**config.mk**
```make
export PLATFORM = sky130hd
export DESIGN_NAME = line_step_sequencer
export DESIGN_NICKNAME = d
export VERILOG_FILES = /design/src/rtl/line_step_sequencer_pkg.sv /design/src/rtl/line_step_sequencer_step_phase_timer.sv /design/src/rtl/line_step_sequencer.sv
export SDC_FILE = /design/constraint.sdc
export NUM_CORES = 1
export LEC_CHECK = 0
export BUFFER_PORTS_ARGS = -buffer_cell sky130_fd_sc_hd__buf_2
export CAP_MARGIN = 30
export CORE_MARGIN = 2
export CORE_UTILIZATION = 51
export DETAILED_ROUTE_END_ITERATION = 10
export PLACE_DENSITY = 0.85
export SLEW_MARGIN = 20
export SYNTH_ARGS = -nofsm -noshare
export SYNTH_HDL_FRONTEND = slang
export SYNTH_SLANG_ARGS = --single-unit
```
**constraint.sdc**
```tcl
create_clock -name i_clk -period 5.4 [get_ports i_clk]
set_clock_uncertainty 0.15 [all_clocks]
set_input_delay 0.54 -clock i_clk [delete_from_list [all_inputs] [get_ports i_clk]]
set_output_delay 0.54 -clock i_clk [all_outputs]
set_load 0.01 [all_outputs]
```
**src/rtl/line_step_sequencer_pkg.sv**
```systemverilog
// Shared definitions for the line step sequencer.
//
// Contents:
//   - default parameter values, matching the upstream line rasteriser
//   - FSM state encodings (legacy-compatible localparams)
//   - point_at(): extracts point j of width w from a packed point vector
package line_step_pkg;

    localparam int unsigned DefMaxLineLength = 10;
    localparam int unsigned DefXCoordW       = 11;
    localparam int unsigned DefYCoordW       = 10;
    localparam int unsigned DefTimerW        = 16;
    localparam int unsigned DefDirSetup      = 2;

    // Sequencer FSM states
    localparam logic [2:0] StIdle = 3'd0;
    localparam logic [2:0] StLoad = 3'd1;
    localparam logic [2:0] StDir  = 3'd2;
    localparam logic [2:0] StHi   = 3'd3;
    localparam logic [2:0] StLo   = 3'd4;
    localparam logic [2:0] StDone = 3'd5;

    // Packed point vectors are zero-extended to VecMaxW before extraction, so a
    // list must satisfy length * coord width <= VecMaxW and coord width <= PointMaxW.
    localparam int unsigned VecMaxW   = 2048;
    localparam int unsigned PointMaxW = 32;

    function automatic logic [PointMaxW-1:0] point_at(input logic [VecMaxW-1:0] vec,
                                                      input int unsigned j,
                                                      input int unsigned w);
        logic [PointMaxW-1:0] mask;
        mask = (w >= PointMaxW) ? '1 : ((PointMaxW'(1) << w) - PointMaxW'(1));
        return PointMaxW'(vec >> (j * w)) & mask;
    endfunction

endpackage

```
**src/rtl/line_step_sequencer_step_phase_timer.sv**
```systemverilog
// Loadable down-counter that times the DIR, HI and LO phases of the sequencer.
//
// Ports:
//   i_clk       clock
//   i_reset_n   asynchronous active-low reset
//   i_load      load i_load_val this cycle (0 is loaded as 1)
//   i_load_val  phase length in cycles
//   o_expire    high during the last cycle of the loaded phase
//
// A phase loaded with N on the edge that enters it lasts exactly N cycles:
// the count reads N in the first cycle and o_expire fires when it reads 1.
module step_phase_timer
    import line_step_pkg::*;
#(
    parameter int unsigned P_TIMER_W = DefTimerW
) (
    input  logic                 i_clk,
    input  logic                 i_reset_n,
    input  logic                 i_load,
    input  logic [P_TIMER_W-1:0] i_load_val,
    output logic                 o_expire
);

    logic [P_TIMER_W-1:0] cnt_q, cnt_d;

    always_comb begin
        cnt_d = cnt_q;
        if (i_load) begin
            cnt_d = (i_load_val == '0) ? P_TIMER_W'(1) : i_load_val;
        end else if (cnt_q != '0) begin
            cnt_d = cnt_q - P_TIMER_W'(1);
        end
    end

    always_ff @(posedge i_clk or negedge i_reset_n) begin
        if (!i_reset_n) begin
            cnt_q <= '0;
        end else begin
            cnt_q <= cnt_d;
        end
    end

    assign o_expire = (cnt_q == P_TIMER_W'(1));

endmodule

```
**src/rtl/line_step_sequencer.sv**
```systemverilog
// Line step sequencer: captures a packed point list from the line rasteriser and
// walks it in index order, turning each move from the current position into
// step/direction pulses for the X and Y stepper drivers.
//
// Ports:
//   i_clk, i_reset_n          clock, asynchronous active-low reset
//   i_x_vals, i_y_vals        packed point coordinates, point j in slice j
//   i_vals_valid              per-point valid mask (contiguous from bit 0)
//   i_vals_rdy                one-cycle pulse: list complete, accepted in idle only
//   i_high_cycles/low_cycles  step high/low durations (0 treated as 1), latched
//   i_abort                   stop after the current step pulse
//   o_step_x/y, o_dir_x/y     stepper driver outputs (dir 1 = increasing)
//   o_pos_x/y                 signed absolute position, counted at the rising step edge
//   o_busy                    list being executed
//   o_done                    one-cycle pulse at end of list or abort
//   o_overrun                 sticky: a list arrived while not idle
module line_step_sequencer
    import line_step_pkg::*;
#(
    parameter int unsigned P_MAX_LINE_LENGTH = DefMaxLineLength,
    parameter int unsigned P_X_COORD_W       = DefXCoordW,
    parameter int unsigned P_Y_COORD_W       = DefYCoordW,
    parameter int unsigned P_TIMER_W         = DefTimerW,
    parameter int unsigned P_DIR_SETUP       = DefDirSetup
) (
    input  logic                                       i_clk,
    input  logic                                       i_reset_n,
    input  logic [P_MAX_LINE_LENGTH*P_X_COORD_W-1:0]   i_x_vals,
    input  logic [P_MAX_LINE_LENGTH*P_Y_COORD_W-1:0]   i_y_vals,
    input  logic [P_MAX_LINE_LENGTH-1:0]               i_vals_valid,
    input  logic                                       i_vals_rdy,
    input  logic [P_TIMER_W-1:0]                       i_high_cycles,
    input  logic [P_TIMER_W-1:0]                       i_low_cycles,
    input  logic                                       i_abort,
    output logic                                       o_step_x,
    output logic                                       o_step_y,
    output logic                                       o_dir_x,
    output logic                                       o_dir_y,
    output logic signed [P_X_COORD_W-1:0]              o_pos_x,
    output logic signed [P_Y_COORD_W-1:0]              o_pos_y,
    output logic                                       o_busy,
    output logic                                       o_done,
    output logic                                       o_overrun
);

    localparam int unsigned IdxW = $clog2(P_MAX_LINE_LENGTH + 1);
    localparam int unsigned DxW  = P_X_COORD_W + 1;
    localparam int unsigned DyW  = P_Y_COORD_W + 1;

    logic [2:0]                   state_q, state_d;
    logic [IdxW-1:0]              idx_q, idx_d;
    logic [P_X_COORD_W-1:0]       tx_q [P_MAX_LINE_LENGTH];
    logic [P_Y_COORD_W-1:0]       ty_q [P_MAX_LINE_LENGTH];
    logic [P_MAX_LINE_LENGTH-1:0] valid_q;
    logic [P_TIMER_W-1:0]         high_q, low_q;
    logic [P_X_COORD_W-1:0]       pos_x_q, pos_x_d;
    logic [P_Y_COORD_W-1:0]       pos_y_q, pos_y_d;
    logic                         dir_x_q, dir_x_d;
    logic                         dir_y_q, dir_y_d;
    logic                         step_x_q, step_x_d;
    logic                         step_y_q, step_y_d;
    logic                         overrun_q, overrun_d;
    logic                         abort_pend_q, abort_pend_d;

    logic                         capture;
    logic                         go_hi;
    logic                         tmr_load;
    logic [P_TIMER_W-1:0]         tmr_val;
    logic                         tmr_expire;

    logic [VecMaxW-1:0]           x_vec, y_vec;
    logic [P_X_COORD_W-1:0]       cur_tx;
    logic [P_Y_COORD_W-1:0]       cur_ty;
    logic                         cur_valid;
    logic [DxW-1:0]               dx;
    logic [DyW-1:0]               dy;
    logic                         dx_up, dy_up;
    logic                         need_x, need_y;

    assign x_vec = VecMaxW'(i_x_vals);
    assign y_vec = VecMaxW'(i_y_vals);

    // Current target point. An index of P_MAX_LINE_LENGTH matches no entry, so
    // cur_valid reads 0 there and the list terminates naturally.
    always_comb begin
        cur_tx    = '0;
        cur_ty    = '0;
        cur_valid = 1'b0;
        for (int unsigned j = 0; j < P_MAX_LINE_LENGTH; j++) begin
            if (idx_q == IdxW'(j)) begin
                cur_tx    = tx_q[j];
                cur_ty    = ty_q[j];
                cur_valid = valid_q[j];
            end
        end
    end

    // One extra bit keeps the delta sign correct across the full coordinate range.
    assign dx     = {cur_tx[P_X_COORD_W-1], cur_tx} - {pos_x_q[P_X_COORD_W-1], pos_x_q};
    assign dy     = {cur_ty[P_Y_COORD_W-1], cur_ty} - {pos_y_q[P_Y_COORD_W-1], pos_y_q};
    assign dx_up  = !dx[DxW-1] && (dx != '0);
    assign dy_up  = !dy[DyW-1] && (dy != '0);
    assign need_x = (pos_x_q != cur_tx);
    assign need_y = (pos_y_q != cur_ty);

    always_comb begin
        state_d      = state_q;
        idx_d        = idx_q;
        pos_x_d      = pos_x_q;
        pos_y_d      = pos_y_q;
        dir_x_d      = dir_x_q;
        dir_y_d      = dir_y_q;
        step_x_d     = step_x_q;
        step_y_d     = step_y_q;
        overrun_d    = overrun_q;
        abort_pend_d = abort_pend_q;
        capture      = 1'b0;
        go_hi        = 1'b0;
        tmr_load     = 1'b0;
        tmr_val      = high_q;

        if (i_vals_rdy) begin
            if (state_q == StIdle) begin
                capture   = 1'b1;
                overrun_d = 1'b0;
            end else begin
                overrun_d = 1'b1;
            end
        end

        case (state_q)
            StIdle: begin
                abort_pend_d = 1'b0;
                if (i_vals_rdy) begin
                    state_d = StLoad;
                end
            end

            StLoad: begin
                if (i_abort || !cur_valid) begin
                    state_d = StDone;
                end else if (dx == '0 && dy == '0) begin
                    idx_d = idx_q + IdxW'(1);
                end else begin
                    // A zero-delta axis keeps its previous direction.
                    if (dx != '0) dir_x_d = dx_up;
                    if (dy != '0) dir_y_d = dy_up;
                    state_d  = StDir;
                    tmr_load = 1'b1;
                    tmr_val  = P_TIMER_W'(P_DIR_SETUP);
                end
            end

            StDir: begin
                if (i_abort) begin
                    state_d = StDone;
                end else if (tmr_expire) begin
                    go_hi = 1'b1;
                end
            end

            StHi: begin
                // Remember an abort seen mid-pulse; it is acted on once LO starts.
                if (i_abort) begin
                    abort_pend_d = 1'b1;
                end
                if (tmr_expire) begin
                    state_d  = StLo;
                    step_x_d = 1'b0;
                    step_y_d = 1'b0;
                    tmr_load = 1'b1;
                    tmr_val  = low_q;
                end
            end

            StLo: begin
                if (i_abort || abort_pend_q) begin
                    state_d = StDone;
                end else if (tmr_expire) begin
                    if (need_x || need_y) begin
                        go_hi = 1'b1;
                    end else begin
                        idx_d   = idx_q + IdxW'(1);
                        state_d = StLoad;
                    end
                end
            end

            StDone: begin
                idx_d        = '0;
                abort_pend_d = 1'b0;
                state_d      = StIdle;
            end

            default: begin
                state_d = StIdle;
            end
        endcase

        // Rising step edge: each axis still short of its target steps once and
        // its position moves with the edge.
        if (go_hi) begin
            state_d  = StHi;
            tmr_load = 1'b1;
            tmr_val  = high_q;
            step_x_d = need_x;
            step_y_d = need_y;
            if (need_x) begin
                pos_x_d = dir_x_q ? pos_x_q + P_X_COORD_W'(1) : pos_x_q - P_X_COORD_W'(1);
            end
            if (need_y) begin
                pos_y_d = dir_y_q ? pos_y_q + P_Y_COORD_W'(1) : pos_y_q - P_Y_COORD_W'(1);
            end
        end
    end

    always_ff @(posedge i_clk or negedge i_reset_n) begin
        if (!i_reset_n) begin
            state_q      <= StIdle;
            idx_q        <= '0;
            pos_x_q      <= '0;
            pos_y_q      <= '0;
            dir_x_q      <= 1'b0;
            dir_y_q      <= 1'b0;
            step_x_q     <= 1'b0;
            step_y_q     <= 1'b0;
            overrun_q    <= 1'b0;
            abort_pend_q <= 1'b0;
        end else begin
            state_q      <= state_d;
            idx_q        <= idx_d;
            pos_x_q      <= pos_x_d;
            pos_y_q      <= pos_y_d;
            dir_x_q      <= dir_x_d;
            dir_y_q      <= dir_y_d;
            step_x_q     <= step_x_d;
            step_y_q     <= step_y_d;
            overrun_q    <= overrun_d;
            abort_pend_q <= abort_pend_d;
        end
    end

    // List capture: points, mask and the pulse timing used for the whole list.
    always_ff @(posedge i_clk or negedge i_reset_n) begin
        if (!i_reset_n) begin
            for (int unsigned j = 0; j < P_MAX_LINE_LENGTH; j++) begin
                tx_q[j] <= '0;
                ty_q[j] <= '0;
            end
            valid_q <= '0;
            high_q  <= '0;
            low_q   <= '0;
        end else if (capture) begin
            for (int unsigned j = 0; j < P_MAX_LINE_LENGTH; j++) begin
                tx_q[j] <= P_X_COORD_W'(point_at(x_vec, j, P_X_COORD_W));
                ty_q[j] <= P_Y_COORD_W'(point_at(y_vec, j, P_Y_COORD_W));
            end
            valid_q <= i_vals_valid;
            high_q  <= i_high_cycles;
            low_q   <= i_low_cycles;
        end
    end

    step_phase_timer #(
        .P_TIMER_W (P_TIMER_W)
    ) u_timer (
        .i_clk      (i_clk),
        .i_reset_n  (i_reset_n),
        .i_load     (tmr_load),
        .i_load_val (tmr_val),
        .o_expire   (tmr_expire)
    );

    assign o_step_x  = step_x_q;
    assign o_step_y  = step_y_q;
    assign o_dir_x   = dir_x_q;
    assign o_dir_y   = dir_y_q;
    assign o_pos_x   = pos_x_q;
    assign o_pos_y   = pos_y_q;
    assign o_busy    = (state_q != StIdle) && (state_q != StDone);
    assign o_done    = (state_q == StDone);
    assign o_overrun = overrun_q;

endmodule
```
==> results.json <==
{
  "routed_wirelength_um": 49500,
  "grt_pass1_wl_um": 74200,
  "antenna_found_initial": 7,
  "netlist_area_um2": 15800,
  "synth_common_cells": "dfrtp_1, mux2_2, nor2_1",
  "vias_per_cell": 6.20,
  "drive_above_1_share_pct": 43.8,
  "grt_max_degree": 141,
  "yosys_warnings": 0,
  "track_usage_pct": 28.9,
  "htree_levels": 2,
  "synth_area_leaders": "dfrtp_1, mux2_2, ha_1",
  "clock_sinks": 302,
  "die_w_um": 180,
  "endpoint_kind": "register",
  "fin_cells": 2172,
  "rows": 64,
  "ioPinCount": 284,
  "grt_pass1_vias": 13300,
  "synth_flop_cell": "dfrtp_1",
  "grt_setup_unrepaired": "yes",
  "fin_util_pct": 64.9,
  "synthArstFlopShare_pct": 100,
  "clock_path_buffers": 3,
  "synth.largest_area_cell": "dfrtp_1",
  "clkTransAtPathRegs_ns": 0.06,
  "power.density_nw_per_um2": 559,
  "vias": 13500,
  "die_h_um": 180,
  "cts_root_buf": "clkbuf_16",
  "max_slew.worst_pin.slew_ns": 0.990,
  "worst_hold_path_type": "primary input to asynchronous set/reset pin",
  "p_leak_nw": 8.89,
  "synthToLayoutAreaGrowth_pct": 25.6,
  "synth_edf_count": 0,
  "yosysSeqAreaShare_pct": 47.8,
  "slowest_stage": "or4_4",
  "total_power_mw": 11.1,
  "worstReg2RegStart": "idx_q[0]",
  "synthesis.nets": 1728,
  "die-area_um2": 32400,
  "synthDistinctLibCells": 68,
  "dp.final_hpwl_um": 35100,
  "coreArea_um2": 30600,
  "clock.fmax_mhz": 185,
  "initial_core_util_pct": 51.7,
  "synth_most_common_cell": "dfrtp_1",
  "nets": 2051,
  "cp-startpoint": "idx_q[0]",
  "placed_cells": 2090,
  "drc": 0,
  "synthDominantCellAreaShare_pct": 47.8,
  "firstDrtPassIters": 9,
  "cts_tree": "yes",
  "hold_buffers": 0,
  "maxCapViolCount": 0,
  "synth.avg_cell_area_um2": 11.1,
  "critPathMaxFanout": 5,
  "setup_viol": 0,
  "cp_data_required_time_ns": 5.63,
  "grt-ovfl-total": 0,
  "peakVddDrop_mv": 0.363,
  "crit_path_max_incr_delay_ns": 0.45,
  "drtAntennaViolNets": 0,
  "portBuffers": 283,
  "fin_crit_sh_pct": 100,
  "status": "finished, violations left",
  "finalHoldViolCount": 36,
  "path_cells": "buf_4 -> ha_4 -> nor4b_4 -> buf_4 -> clkbuf_16 -> a222oi_1 -> nor3_1 -> a221oi_1 -> nand2_1 -> o21ai_0 -> a211o_1 -> a21oi_1 -> ha_1 -> a21oi_1 -> xnor2_1 -> or3_2 -> o211ai_1 -> nand3_2 -> or4_4 -> a21oi_2 -> buf_6 -> xnor2_2 -> nor2_1",
  "period_minus_slack_ns": 5.40,
  "ys_ff_latch": 302,
  "worst_ep_arrival_time_ns": 5.62,
  "drv_slew": 0,
  "failed_checks": "negative hold slack",
  "wire_per_inst_um": 22.8,
  "place_congestion": 0.915,
  "insertion_delay_ns": 0.52,
  "relSlewSlack_pct": 34.0,
  "critPathLaunchType": "register",
  "drt_iter0_markers": 1462,
  "hold_ws_ns": -0.0513,
  "syn_inst": 1424,
  "crit_type": "register to register",
  "cts_made_buffers": 34
}
==> final cells by class <==
class | count | area, um2
Antenna cell | 7 | 17.5
Clock buffer | 46 | 977
Clock inverter | 12 | 189
Fill cell | 2308 | 10700
Inverter | 45 | 169
Multi-Input combinational cell | 988 | 8130
Sequential cell | 302 | 7560
Tap cell | 396 | 495
Timing Repair Buffer | 376 | 2330
==> layer usage <==
metal / wire length [um] / GRT usage, % / vias to the layer above
met4: 2010 / 11.0 / 2
met3: 4270 / 5.58 / 137
met2: 23800 / 47.7 / 741
met1: 19400 / 38.0 / 6669
li1: - / - / 5925
met5: 8 / 0 / -
==> through the flow <==
stage | setup TNS (ns) | worst slack [ns] | hold WS [ns] | instance area (um2)
6_report | 0 | 0.00163 | -0.0513 | 19900
3_3_place_gp | -0.616 | -0.124 | 0.312 | 18000
5_1_grt | -1.45 | -0.159 | 0.0436 | 19900
4_1_cts | 0 | 0.000845 | 0.0223 | 19400
2_1_floorplan | 0 | 0.249 | 0.0944 | 15800
3_5_place_dp | -1.94 | -0.168 | 0.323 | 18100
==> power breakdown <==
part / total, mW / internal, mW / switching (mW)
combinational: 4.44 / 2.27 / 2.17
clock: 2.44 / 1.50 / 0.940
sequential: 4.21 / 3.34 / 0.875
total: 11.1 / 7.11 / 3.98
==> layout by cell type, fill, tap and decap left out, types with 19 or more instances in the layout <==
master	count
buf_2	282
a222oi_1	21
ha_1	36
a221oi_1	30
nor2_1	97
a21oi_1	65
buf_4	72
clkbuf_16	38
nand2_1	71
xnor2_1	20
o21ai_0	55
nor3_1	35
mux2_2	253
inv_1	40
dfrtp_1	301
o211ai_1	19
==> sequential cells by signal, summed over array words and instances, names as in the netlist <==
register,cells
o_pos_x,11
o_pos_y,10
valid_q,10
u_timer.cnt_q,16
abort_pend_q,1
idx_q,4
high_q,16
low_q,16
ty_q,100
tx_q,110
o_overrun,1
o_dir_x,1
o_dir_y,1
o_step_y,1
o_step_x,1
state_q,3
==> kinds of logic after synthesis <==
logic type      synth area share [%]
buf+inv                         3.55
mux                             18.4
simple gates                    9.21
flops                           47.8
compound gates                  15.0
xor+xnor                        2.05
fa+ha+maj                       3.99
==> what timing repair did <==
item	4_1_cts	5_1_grt
resized for setup	27	68
pin swaps	5	43
setup buffers	2	11
gates cloned	0	4
setup endpoints to repair	20	22
==> path summary, 6_finish.rpt <==
path | slack [ns] | cells past startpoint | to
setup / recovery | 0.002 | 23 | idx_q[0]
hold / removal | -0.05 | 1 | u_timer.cnt_q[4]
setup reg to reg | 0.002 | 23 | idx_q[0]
hold reg to reg | 0.34 | 2 | o_step_y
max in group asynchronous | 3.92 | 2 | ty_q[54]
min in group i_clk | 0.10 | 2 | tx_q[106]
==> critical path: cells and delay by family (launching register included) <==
| family | cells | cell delay [ns] |
|---|---|---|
| adder cells (fa/ha/maj) | 2 | 0.46 |
| XOR/XNOR | 2 | 0.24 |
| flip-flops | 1 | 0.41 |
| AND/OR/NAND/NOR | 7 | 1.71 |
| AO/OA/AOI/OAI | 8 | 1.65 |
| buffers and inverters | 4 | 0.64 |
No activity file was read; power rests on OpenSTA's default activity.
